## src/rtl/rx_sync_ctrl.sv

```systemverilog
`default_nettype none
// ============================================================================
// Module   : rx_sync_ctrl
// Brief    : 8b10b comma alignment, running-disparity check and lock/LOS FSM.
//            Optional macro RX_LOS_COUNT_EN adds los_cnt_o (SYNC->HUNT count).
// Revision : 1.0
// ============================================================================
module rx_sync_ctrl #(
  parameter int COMMA_CNT = 3,
  parameter int ERR_MAX   = 4,
  parameter int GOOD_CLR  = 4
) (
  input  logic       clk_i,
  input  logic       rst_ni,
  input  logic [9:0] raw_i,
  input  logic       raw_valid_i,
  output logic [9:0] data_o,
  output logic       enable_o,
  output logic       sync_o,
  output logic       comma_o,
  output logic [3:0] slip_o,
`ifdef RX_LOS_COUNT_EN
  output logic [7:0] los_cnt_o,
`endif
  output logic       disp_err_o
);

  localparam logic [6:0] c_COMMA_P   = 7'b0011111;
  localparam logic [6:0] c_COMMA_N   = 7'b1100000;
  localparam logic [4:0] c_COMMA_CNT = 5'(COMMA_CNT);
  localparam logic [4:0] c_ERR_MAX   = 5'(ERR_MAX);
  localparam logic [4:0] c_GOOD_CLR  = 5'(GOOD_CLR);

  typedef enum logic [1:0] {
    S_HUNT   = 2'd0,
    S_VERIFY = 2'd1,
    S_SYNC   = 2'd2
  } state_t;

  state_t     r_state;
  logic [9:0] r_prev;
  logic [9:0] r_data;
  logic       r_rd;
  logic       r_enable;
  logic       r_sync;
  logic       r_comma;
  logic       r_disp_err;
  logic [3:0] r_slip;
  logic [3:0] r_comma_cnt;
  logic [3:0] r_err_cnt;
  logic [3:0] r_good_cnt;
`ifdef RX_LOS_COUNT_EN
  logic [7:0] r_los_cnt;
`endif

  logic [19:0] w_win;
  logic [9:0]  w_word [10];
  logic [9:0]  w_comma;
  logic        w_hunt_hit;
  logic [3:0]  w_hunt_k;
  logic [3:0]  w_sel_k;
  logic [9:0]  w_word_sel;
  logic        w_comma_at;
  logic        w_comma_other;
  logic [3:0]  w_pop;
  logic        w_disp_err;
  logic        w_rd_nxt;
  logic [4:0]  w_comma_inc;
  logic [4:0]  w_err_inc;
  logic [4:0]  w_good_inc;

  assign w_win = {r_prev, raw_i};

  for (genvar k = 0; k < 10; k++) begin : g_off
    assign w_word[k]  = w_win[19-k -: 10];
    assign w_comma[k] = (w_win[19-k -: 7] == c_COMMA_P) || (w_win[19-k -: 7] == c_COMMA_N);
  end

  // Scan downwards so the lowest matching offset is the one left standing.
  always_comb begin
    w_hunt_hit = 1'b0;
    w_hunt_k   = '0;
    for (int k = 9; k >= 0; k--) begin
      if (w_comma[k]) begin
        w_hunt_hit = 1'b1;
        w_hunt_k   = 4'(k);
      end
    end
  end

  assign w_sel_k       = ((r_state == S_HUNT) && w_hunt_hit) ? w_hunt_k : r_slip;
  assign w_word_sel    = w_word[w_sel_k];
  assign w_comma_at    = w_comma[w_sel_k];
  assign w_comma_other = |(w_comma & ~(10'd1 << r_slip));
  assign w_pop         = 4'($countones(w_word_sel));
  assign w_comma_inc   = {1'b0, r_comma_cnt} + 5'd1;
  assign w_err_inc     = {1'b0, r_err_cnt} + 5'd1;
  assign w_good_inc    = {1'b0, r_good_cnt} + 5'd1;

  // r_rd: 1 = positive running disparity.
  always_comb begin
    w_disp_err = 1'b1;
    w_rd_nxt   = r_rd;
    case (w_pop)
      4'd5: w_disp_err = 1'b0;
      4'd6: begin
        w_disp_err = r_rd;
        w_rd_nxt   = 1'b1;
      end
      4'd4: begin
        w_disp_err = ~r_rd;
        w_rd_nxt   = 1'b0;
      end
      default: w_rd_nxt = (w_pop > 4'd5);
    endcase
  end

  always_ff @(posedge clk_i or negedge rst_ni) begin
    if (!rst_ni) begin
      r_state     <= S_HUNT;
      r_prev      <= '0;
      r_data      <= '0;
      r_rd        <= 1'b0;
      r_enable    <= 1'b0;
      r_sync      <= 1'b0;
      r_comma     <= 1'b0;
      r_disp_err  <= 1'b0;
      r_slip      <= '0;
      r_comma_cnt <= '0;
      r_err_cnt   <= '0;
      r_good_cnt  <= '0;
`ifdef RX_LOS_COUNT_EN
      r_los_cnt   <= '0;
`endif
    end else begin
      r_enable   <= 1'b0;
      r_comma    <= 1'b0;
      r_disp_err <= 1'b0;
      if (raw_valid_i) begin
        r_prev  <= raw_i;
        r_data  <= w_word_sel;
        r_comma <= w_comma_at;
        case (r_state)
          S_HUNT: begin
            if (w_hunt_hit) begin
              r_slip      <= w_hunt_k;
              r_comma_cnt <= 4'd1;
              r_rd        <= w_rd_nxt;
              if (c_COMMA_CNT == 5'd1) begin
                r_state    <= S_SYNC;
                r_sync     <= 1'b1;
                r_err_cnt  <= '0;
                r_good_cnt <= '0;
              end else begin
                r_state <= S_VERIFY;
              end
            end
          end
          S_VERIFY: begin
            r_rd       <= w_rd_nxt;
            r_disp_err <= w_disp_err;
            if (w_comma_other || w_disp_err) begin
              r_state <= S_HUNT;
            end else if (w_comma_at) begin
              r_comma_cnt <= w_comma_inc[3:0];
              if (w_comma_inc >= c_COMMA_CNT) begin
                r_state    <= S_SYNC;
                r_sync     <= 1'b1;
                r_err_cnt  <= '0;
                r_good_cnt <= '0;
              end
            end
          end
          S_SYNC: begin
            r_enable   <= 1'b1;
            r_rd       <= w_rd_nxt;
            r_disp_err <= w_disp_err;
            if (w_disp_err || w_comma_other) begin
              r_good_cnt <= '0;
              if (w_err_inc >= c_ERR_MAX) begin
                r_state   <= S_HUNT;
                r_sync    <= 1'b0;
                r_err_cnt <= '0;
`ifdef RX_LOS_COUNT_EN
                if (r_los_cnt != 8'hFF) r_los_cnt <= r_los_cnt + 8'd1;
`endif
              end else begin
                r_err_cnt <= w_err_inc[3:0];
              end
            end else if (w_good_inc >= c_GOOD_CLR) begin
              r_good_cnt <= '0;
              if (r_err_cnt != 4'd0) r_err_cnt <= r_err_cnt - 4'd1;
            end else begin
              r_good_cnt <= w_good_inc[3:0];
            end
          end
          default: r_state <= S_HUNT;
        endcase
      end
    end
  end

  assign data_o     = r_data;
  assign enable_o   = r_enable;
  assign sync_o     = r_sync;
  assign comma_o    = r_comma;
  assign slip_o     = r_slip;
  assign disp_err_o = r_disp_err;
`ifdef RX_LOS_COUNT_EN
  assign los_cnt_o  = r_los_cnt;
`endif

endmodule

`default_nettype wire

```

## config.mk

```make
export PLATFORM = sky130hd
export DESIGN_NAME = rx_sync_ctrl
export DESIGN_NICKNAME = d
export VERILOG_FILES = /design/src/rtl/rx_sync_ctrl.sv
export SDC_FILE = /design/constraint.sdc
export NUM_CORES = 1
export LEC_CHECK = 0
export ABC_CLOCK_PERIOD_IN_PS = 9800
export CORE_ASPECT_RATIO = 1.5
export CORE_MARGIN = 10
export CORE_UTILIZATION = 40
export CTS_CLUSTER_DIAMETER = 120
export DETAILED_ROUTE_END_ITERATION = 10
export PLACE_DENSITY = 0.56
export SYNTH_ARGS = -nofsm -noshare
export SYNTH_HDL_FRONTEND = slang
export SYNTH_SLANG_ARGS = --single-unit
```

## constraint.sdc

```tcl
create_clock -name clk_i -period 9.8 [get_ports clk_i]
set_input_delay 0.98 -clock clk_i [delete_from_list [all_inputs] [get_ports clk_i]]
set_output_delay 0.98 -clock clk_i [all_outputs]
set_load 0.01 [all_outputs]
```

==> out/results.txt, run 1 <==
Die Area: 14,200 sq um
clk slew on worst S/H paths: 60 ps
sequential area share after synthesis: 27.5%
highest metal used: met4
Cell Area, Synth: 3910 sq um
Initial DRC Count: 275
ys flop type: dfrtp_1
Remaining Overflow, GRT: 0
Final ANT Viol Nets: 0
Tightest Pin Transition: 1030 ps
synth warn: 0
Worst path slowest cell: clkdlybuf4s50_1
most frequent cells in the layout: nand2_1, dfrtp_1, nor2_1
Synth cell types: 74
DP HPWL: 9260 microns
Clock Path Buffers: 2
pin count of the biggest net entering global routing: 44
later-pin clock latency in the skew report: 300 ps
Die Y: 141 microns
CP most frequent cell: fa_1
CTS tree: yes
commonest non-fill, non-tap cell in the layout: nand2_1
critical path endpoint category: flip-flop
routability cong.: 0.933
Post-Syn Instances: 474
detailed-route wire length per cell: 20.1 microns
post_cts resized: 0
synth-to-layout area growth: 13.3%
filler cell count: 964
met2 WL post-DR: 6460 microns
wl on met1: 4880 microns
IO Port Bufs: 30
fin crit share: 92.3%
f_max: 0.111 GHz
flops & latches, synth: 43
detailed-route via count: 3,775
layout cells sized above 1: 8.94%
initial antenna violation count: 0
peak fanout along the critical path: 17
Worst Path Required: 9990 ps
Die X: 101 microns
crit path kind: in2reg
Slew HR: 31.5%
setup_tns: 0 ps
# nets final: 525
EDFF count, synth: 0
# diodes: 0
IO Count: 31
hold crit path type: reg2reg
setup violators final: 0
cells on worst reg2reg path: 27
fin. max-slew vios: 0
Max-cap violations: 0
placeable core area: 9630 sq um
unrepaired setup endpoints after global routing: false
Post CTS Setup Buffer Count: 0
first-pass GRT wire length: 19,800 microns
Hold Violations, Final: 0
cts hold-fix bufs: 0
clock sink total: 43
Syn Area/Cell: 8.25 sq um
Slowest Stage Delay on Critical Path: 780 ps
total wire length: 12,200 microns
clk_skew: 5.06 ps
WHS Path Cells: 1
crit start category: input pin
crit path DAT: 9230 ps
row count: 44
outcome: complete, no violations
GR Util All Layers: 17.1%
asr flop ratio synth: 100%
drt via density: 6.22
post-synth net total: 508
H-tree levels: 2
DRC Markers: 0
crit path time final: 9040 ps
Root Driver: clkbuf_16
cts bufs inserted: 5
Starting Density: 40.6%
first drt pass iteration count: 5
vias in the first global route: 3,687
met3 WL post-DR: 536 microns
## final timing paths
path | startpoint | to | slack [ps]
setup / recovery | raw_i[9] | r_comma_cnt[2] | 760
hold / removal | r_rd | r_rd | 490
setup reg to reg | r_prev[1] | r_comma_cnt[2] | 1450
hold reg to reg | r_rd | r_rd | 490
max in group asynchronous | rst_ni | r_prev[4] | 8300
min in group asynchronous | rst_ni | disp_err_o | 860
## critical path: cells and delay by family
kind | cells | cell delay [ps]
fa+ha+maj | 5 | 2140
buf+inv | 4 | 940
mux | 4 | 1210
simple gates | 7 | 2160
compound gates | 8 | 1800
## metal layers
| metal | vias to the layer above | track usage (%) |
|---|---|---|
| met5 | - | 0 |
| met1 | 1842 | 19.8 |
| met2 | 119 | 30.1 |
| met4 | 0 | 7.39 |
| met3 | 19 | 2.54 |
| li1 | 1795 | - |
## cells by family after synthesis
kind of cell             synth area share [%]
AND/OR/NAND/NOR                          22.7
AO/OA/AOI/OAI                            26.3
flip-flops                               27.5
adder cells (fa/ha/maj)                  7.87
multiplexers                             9.02
XOR/XNOR                                0.224
buffers and inverters                    6.37
## flip-flops by register name, summed over array words and instances, names as in the netlist
register     flops
r_comma_cnt      4
enable_o         1
r_good_cnt       4
r_err_cnt        4
r_rd             1
r_state          2
data_o          10
slip_o           4
sync_o           1
comma_o          1
r_prev          10
disp_err_o       1
## synth_stat cells, types with 4 or more instances
library cell | count | area share, %
nor2b_1 | 4 | 0.64
and4_1 | 5 | 1.1
and2_1 | 7 | 1.1
mux2_2 | 5 | 1.4
and3_1 | 4 | 0.64
nor4_1 | 10 | 1.6
nor2_1 | 39 | 3.7
nor3_1 | 20 | 2.6
ha_1 | 15 | 4.8
dfrtp_1 | 43 | 28
o21a_1 | 5 | 0.96
mux2i_1 | 24 | 6.1
nand3_1 | 9 | 1.2
a211oi_1 | 19 | 3.6
nand2_1 | 44 | 4.2
nand4_1 | 6 | 0.96
a21oi_1 | 32 | 4.1
a21o_1 | 6 | 1.2
a31oi_1 | 7 | 1.1
clkbuf_1 | 20 | 1.9
o21ai_0 | 26 | 3.3
buf_2 | 4 | 0.51
inv_1 | 32 | 3.1
fa_1 | 6 | 3.1
o22ai_1 | 6 | 0.96
## final cells by class
cell class,instances,area (sq um),area share (%)
flip-flops and latches,43,1080,24.3
inverters,34,128,2.88
well taps,115,144,3.25
clock buffers,5,125,2.82
multi-input cells,370,2590,58.4
repair buffers,37,348,7.85
clock inverters,3,25.0,0.565
## through the flow
step	area, sq um	hold slack [ps]	setup WS, ps	instances	utilization (%)
finish	4430	494	757	607	46.0
global route	4430	503	91.5	607	46.0
CTS	4430	498	830	607	46.0
detailed placement	4280	480	545	599	44.4
global placement	4280	476	663	599	44.4
floorplan	3910	454	1980	474	-
Power of run 1 is left out: the tool's default activity adds up to more than one toggle a clock period on the data nets, which glitch-free logic cannot reach.
==> inputs of run 2 (changes only) <==
--- a/config.mk
+++ b/config.mk
@@ -5,6 +5,7 @@
 export SDC_FILE = /design/constraint.sdc
 export NUM_CORES = 1
 export LEC_CHECK = 0
+export ABC_AREA = 1
 export ABC_CLOCK_PERIOD_IN_PS = 9800
 export CORE_ASPECT_RATIO = 1.5
 export CORE_MARGIN = 10
==> out/results.txt, run 2 <==
crit path time final: 8230 ps
met2 Track Usage GR: 30.6%
first-pass GRT wire length: 18,100 microns
cts bufs inserted: 5
top post-synthesis cells by area: dfrtp_1, nand2_1, nor2_1
Synth cell types: 43
top cells by count, synth: nand2_1, nor2_1, inv_1, nand3_1, o21ai_0
r2r endpoint: r_err_cnt[3]
IO Count: 31
Final ANT Viol Nets: 0
outcome: complete, no violations
placeable core area: 9310 sq um
crit path DAT: 8420 ps
flop2flop setup slack: 2200 ps
routability cong.: 0.936
f_max: 0.121 GHz
Post CTS Setup Buffer Count: 0
setup_tns: 0 ps
Syn Area/Cell: 6.62 sq um
unrepaired setup endpoints after global routing: false
post_cts resized: 0
vias in the first global route: 3,724
Worst path slowest cell: clkdlybuf4s50_1
row count: 43
CTS tree: yes
Worst Path Required: 9990 ps
DRC Markers: 0
sequential area share after synthesis: 27.9%
M3 GR Usage: 2.02%
Die Area: 14,000 sq um
synth-to-layout area growth: 12.2%
GR Util All Layers: 15.7%
Slew HR: 33.5%
crit path kind: in2reg
clk_skew: 5.01 ps
layout cells sized above 1: 7.00%
Starting Density: 41.4%
post-route core utilization: 46.4%
fin crit share: 84.0%
Fin Hold WS: 475 ps
Max-cap violations: 0
# nets final: 633
detailed-route wire length per cell: 15.6 microns
H-tree levels: 2
GRT Max-Usage Layer: met2
# diodes: 0
Initial DRC Count: 202
hold crit path type: reg2reg
synth warn: 0
Tightest Pin Transition: 998 ps
most frequent cells in the layout: nand2_1, nor2_1, inv_1
clock sink total: 43
first drt pass iteration count: 6
share of the synthesized area in the top cell type: 27.9%
Post-Syn Instances: 582
pin count of the biggest net entering global routing: 44
Clock Path Buffers: 2
start of the worst register-to-register path: r_prev[0]
Root Driver: clkbuf_16
setup violators final: 0
clk slew on worst S/H paths: 60 ps
Synth area leader: dfrtp_1
drt via density: 5.26
detailed-route via count: 3,748
Slowest Stage Delay on Critical Path: 680 ps
initial antenna violation count: 0
top-count cell post-synth: nand2_1
M1 GR Usage: 16.3%
cells on worst reg2reg path: 36
flops & latches, synth: 43
critical path endpoint category: flip-flop
IO Port Bufs: 30
later-pin clock latency in the skew report: 290 ps
commonest non-fill, non-tap cell in the layout: nand2_1
cts hold-fix bufs: 0
crit start category: input pin
DP HPWL: 8890 microns
Hold Violations, Final: 0
Critical Path Source: raw_i[8]
fin. max-slew vios: 0
asr flop ratio synth: 100%
ys flop type: dfrtp_1
Die Y: 140 microns
Die X: 100 microns
Cell Area, Synth: 3850 sq um
CP endpoint: r_err_cnt[3]
total wire length: 11,100 microns
peak fanout along the critical path: 32
post-synth net total: 616
Remaining Overflow, GRT: 0
EDFF count, synth: 0
==> run 2: cell count changes in the layout (fill, tap and decap cells not counted), sizes merged, moves of 24 or more <==
cell	change
o21ai	+35
nand3	+43
mux2i	-24
inv	+36
nor2	+37
nand2	+133
==> run 2: worst max-delay path, delay by kind of cell <==
kind	cells	cell delay, ps
simple gates	20	2640
xor+xnor	1	160
compound gates	4	1100
buf+inv	8	1300
fa+ha+maj	5	2240
==> run 2: cells by family after synthesis <==
group                    share of synthesized area [%]
XOR/XNOR                                          1.14
flip-flops                                        27.9
AO/OA/AOI/OAI                                     15.5
AND/OR/NAND/NOR                                   36.4
adder cells (fa/ha/maj)                           7.99
buffers and inverters                             10.8
multiplexers                                     0.292
==> run 2: layer usage <==
| metal | routed length [microns] | up-vias |
|---|---|---|
| met5 | 0 | - |
| met4 | 210 | 0 |
| met3 | 356 | 17 |
| met2 | 6170 | 91 |
| met1 | 4400 | 1729 |
| li1 | - | 1911 |
==> run 2: worst min path at each step <==
stage	slack (ps)	depth (start not counted)	startpoint	endpoint
after floorplan	440	2	r_good_cnt[3]	r_good_cnt[3]
after detailed placement	460	2	sync_o	sync_o
after global placement	460	2	sync_o	sync_o
final	470	2	sync_o	sync_o
after global routing	500	2	data_o[1]	data_o[1]
after CTS	480	2	sync_o	sync_o
==> run 2: cell type report <==
type                       instances  area, sq um
clock buffer                       6          139
clock inverter                     2         35.0
fill                             969         4990
inverter                          69          259
multi-input combinational        448         2360
sequential                        43         1080
tap                              112          140
timing repair buffer              32          310
==> run 2: through the flow <==
| step | instances | cell area (sq um) | setup WS (ps) |
|---|---|---|---|
| 2_1_floorplan | 582 | 3850 | 3030 |
| 3_3_place_gp | 704 | 4150 | 1490 |
| 3_5_place_dp | 704 | 4150 | 1340 |
| 4_1_cts | 712 | 4320 | 1640 |
| 5_1_grt | 712 | 4320 | 910 |
| 6_report | 712 | 4320 | 1570 |
Power of run 2 is left out for the same reason.
==> inputs of run 3 (changes only) <==
--- a/config.mk
+++ b/config.mk
@@ -6,13 +6,13 @@
 export NUM_CORES = 1
 export LEC_CHECK = 0
 export ABC_AREA = 1
-export ABC_CLOCK_PERIOD_IN_PS = 9800
+export ABC_CLOCK_PERIOD_IN_PS = 7250
 export CORE_ASPECT_RATIO = 1.5
 export CORE_MARGIN = 10
 export CORE_UTILIZATION = 40
 export CTS_CLUSTER_DIAMETER = 120
 export DETAILED_ROUTE_END_ITERATION = 10
-export PLACE_DENSITY = 0.56
+export PLACE_DENSITY = 0.59
 export SYNTH_ARGS = -nofsm -noshare
 export SYNTH_HDL_FRONTEND = slang
 export SYNTH_SLANG_ARGS = --single-unit
==> constraint.sdc (replaced) <==
create_clock -name clk_i -period 7.25 [get_ports clk_i]
set_input_delay 0.725 -clock clk_i [delete_from_list [all_inputs] [get_ports clk_i]]
set_output_delay 0.725 -clock clk_i [all_outputs]
set_load 0.01 [all_outputs]
==> out/results.txt, run 3 (synthesized netlist as in run 2, its figures left out) <==
outcome: complete, no violations
first-pass GRT wire length: 19,100 microns
Die Area: 14,000 sq um
Tightest Pin Transition: 988 ps
most frequent cells in the layout: nand2_1, buf_4, nor2_1
pin count of the biggest net entering global routing: 44
filler cell count: 936
clk slew on worst S/H paths: 60 ps
final instance area: 5060 sq um
clock sink total: 43
layout cells sized above 1: 21.2%
Clock Path Buffers: 2
flop2flop setup slack: 390 ps
DP HPWL: 9490 microns
critical path endpoint category: flip-flop
hold_sp: r_good_cnt[3]
CP most frequent cell: nand2_1
f_max: 0.146 GHz
start of the worst register-to-register path: r_prev[0]
CTS tree: yes
Remaining Overflow, GRT: 0
vias in the first global route: 3,989
detailed-route via count: 4,125
crit path time final: 6860 ps
commonest non-fill, non-tap cell in the layout: nand2_1
synth-to-layout area growth: 31.3%
crit path DAT: 7030 ps
cells on worst reg2reg path: 39
Hold Violations, Final: 0
row count: 43
clk_skew: 4.81 ps
r2r endpoint: r_err_cnt[2]
Worst path slowest cell: dfrtp_1
Root Driver: clkbuf_16
initial antenna violation count: 0
GR Util All Layers: 16.5%
WHS Endpoint: r_good_cnt[3]
fin. max-slew vios: 0
hold crit path type: reg2reg
setup violators final: 0
Max-cap violations: 0
routability cong.: 0.890
placeable core area: 9310 sq um
crit start category: flip-flop
WHS Path Cells: 2
Die X: 100 microns
Die Y: 140 microns
cts bufs inserted: 5
IO Port Bufs: 30
Worst Path Required: 7430 ps
fin crit share: 94.6%
Starting Density: 41.4%
# diodes: 0
crit path kind: reg2reg
H-tree levels: 2
first drt pass iteration count: 6
Placed Area: 4690 sq um
Slew HR: 34.2%
Slowest Stage Delay on Critical Path: 610 ps
total wire length: 11,800 microns
detailed-route wire length per cell: 14.7 microns
later-pin clock latency in the skew report: 290 ps
DRC Markers: 0
Final ANT Viol Nets: 0
peak fanout along the critical path: 10
Initial DRC Count: 286
IO Count: 31
drt via density: 5.18
# nets final: 718
run 3: metal layers:
layer	routed length (microns)	global-route usage [%]
met1	4510	17.4
met3	443	2.17
met2	6430	31.3
met4	365	6.42
met5	0	0
run 3: area by class of cell:
class | count | area (sq um) | share of cell area, %
Clock buffer | 6 | 129 | 2.55
Multi-Input combinational cell | 448 | 2460 | 48.6
Inverter | 69 | 265 | 5.24
Tap cell | 112 | 140 | 2.77
Sequential cell | 43 | 1080 | 21.3
Clock inverter | 2 | 12.5 | 0.247
Timing Repair Buffer | 117 | 973 | 19.2
run 3: critical path, delay by kind of cell (launching register included):
kind	cells	cell delay [ps]
xor+xnor	1	160
buf+inv	12	1410
simple gates	18	1850
compound gates	3	520
flops	1	610
fa+ha+maj	5	2190
run 3: worst max-delay path by stage:
stage                         start            to  slack [ps]  depth (start not counted)
final                     r_prev[0]  r_err_cnt[2]         390                         39
after global routing      r_prev[0]  r_err_cnt[3]          -3                         39
after CTS                  raw_i[9]  r_err_cnt[2]          20                         40
after detailed placement   raw_i[9]  r_err_cnt[2]        -370                         41
after global placement     raw_i[9]  r_err_cnt[2]        -160                         38
after floorplan            raw_i[8]  r_err_cnt[2]         730                         38
run 3: through the flow:
| step | hold WS (ps) | utilization [%] | setup slack [ps] | setup TNS [ps] | cells |
|---|---|---|---|---|---|
| finish | 472 | 54.4 | 394 | 0 | 797 |
| global route | 513 | 54.4 | -3.23 | -3.23 | 797 |
| CTS | 474 | 52.1 | 19.0 | 0 | 784 |
| detailed placement | 458 | 50.4 | -368 | -3040 | 776 |
| global placement | 459 | 50.4 | -156 | -1240 | 776 |
| floorplan | 429 | - | 733 | 0 | 582 |
run 3: repair_timing:
item / 4_1_cts / 5_1_grt
hold buffers: 0 / 0
pin swaps: 0 / 15
cloned: 0 / 1
setup buffers: 0 / 12
resized for setup: 3 / 41
endpoints found under the setup margin: 1 / 15
Power of run 3 is left out for the same reason.
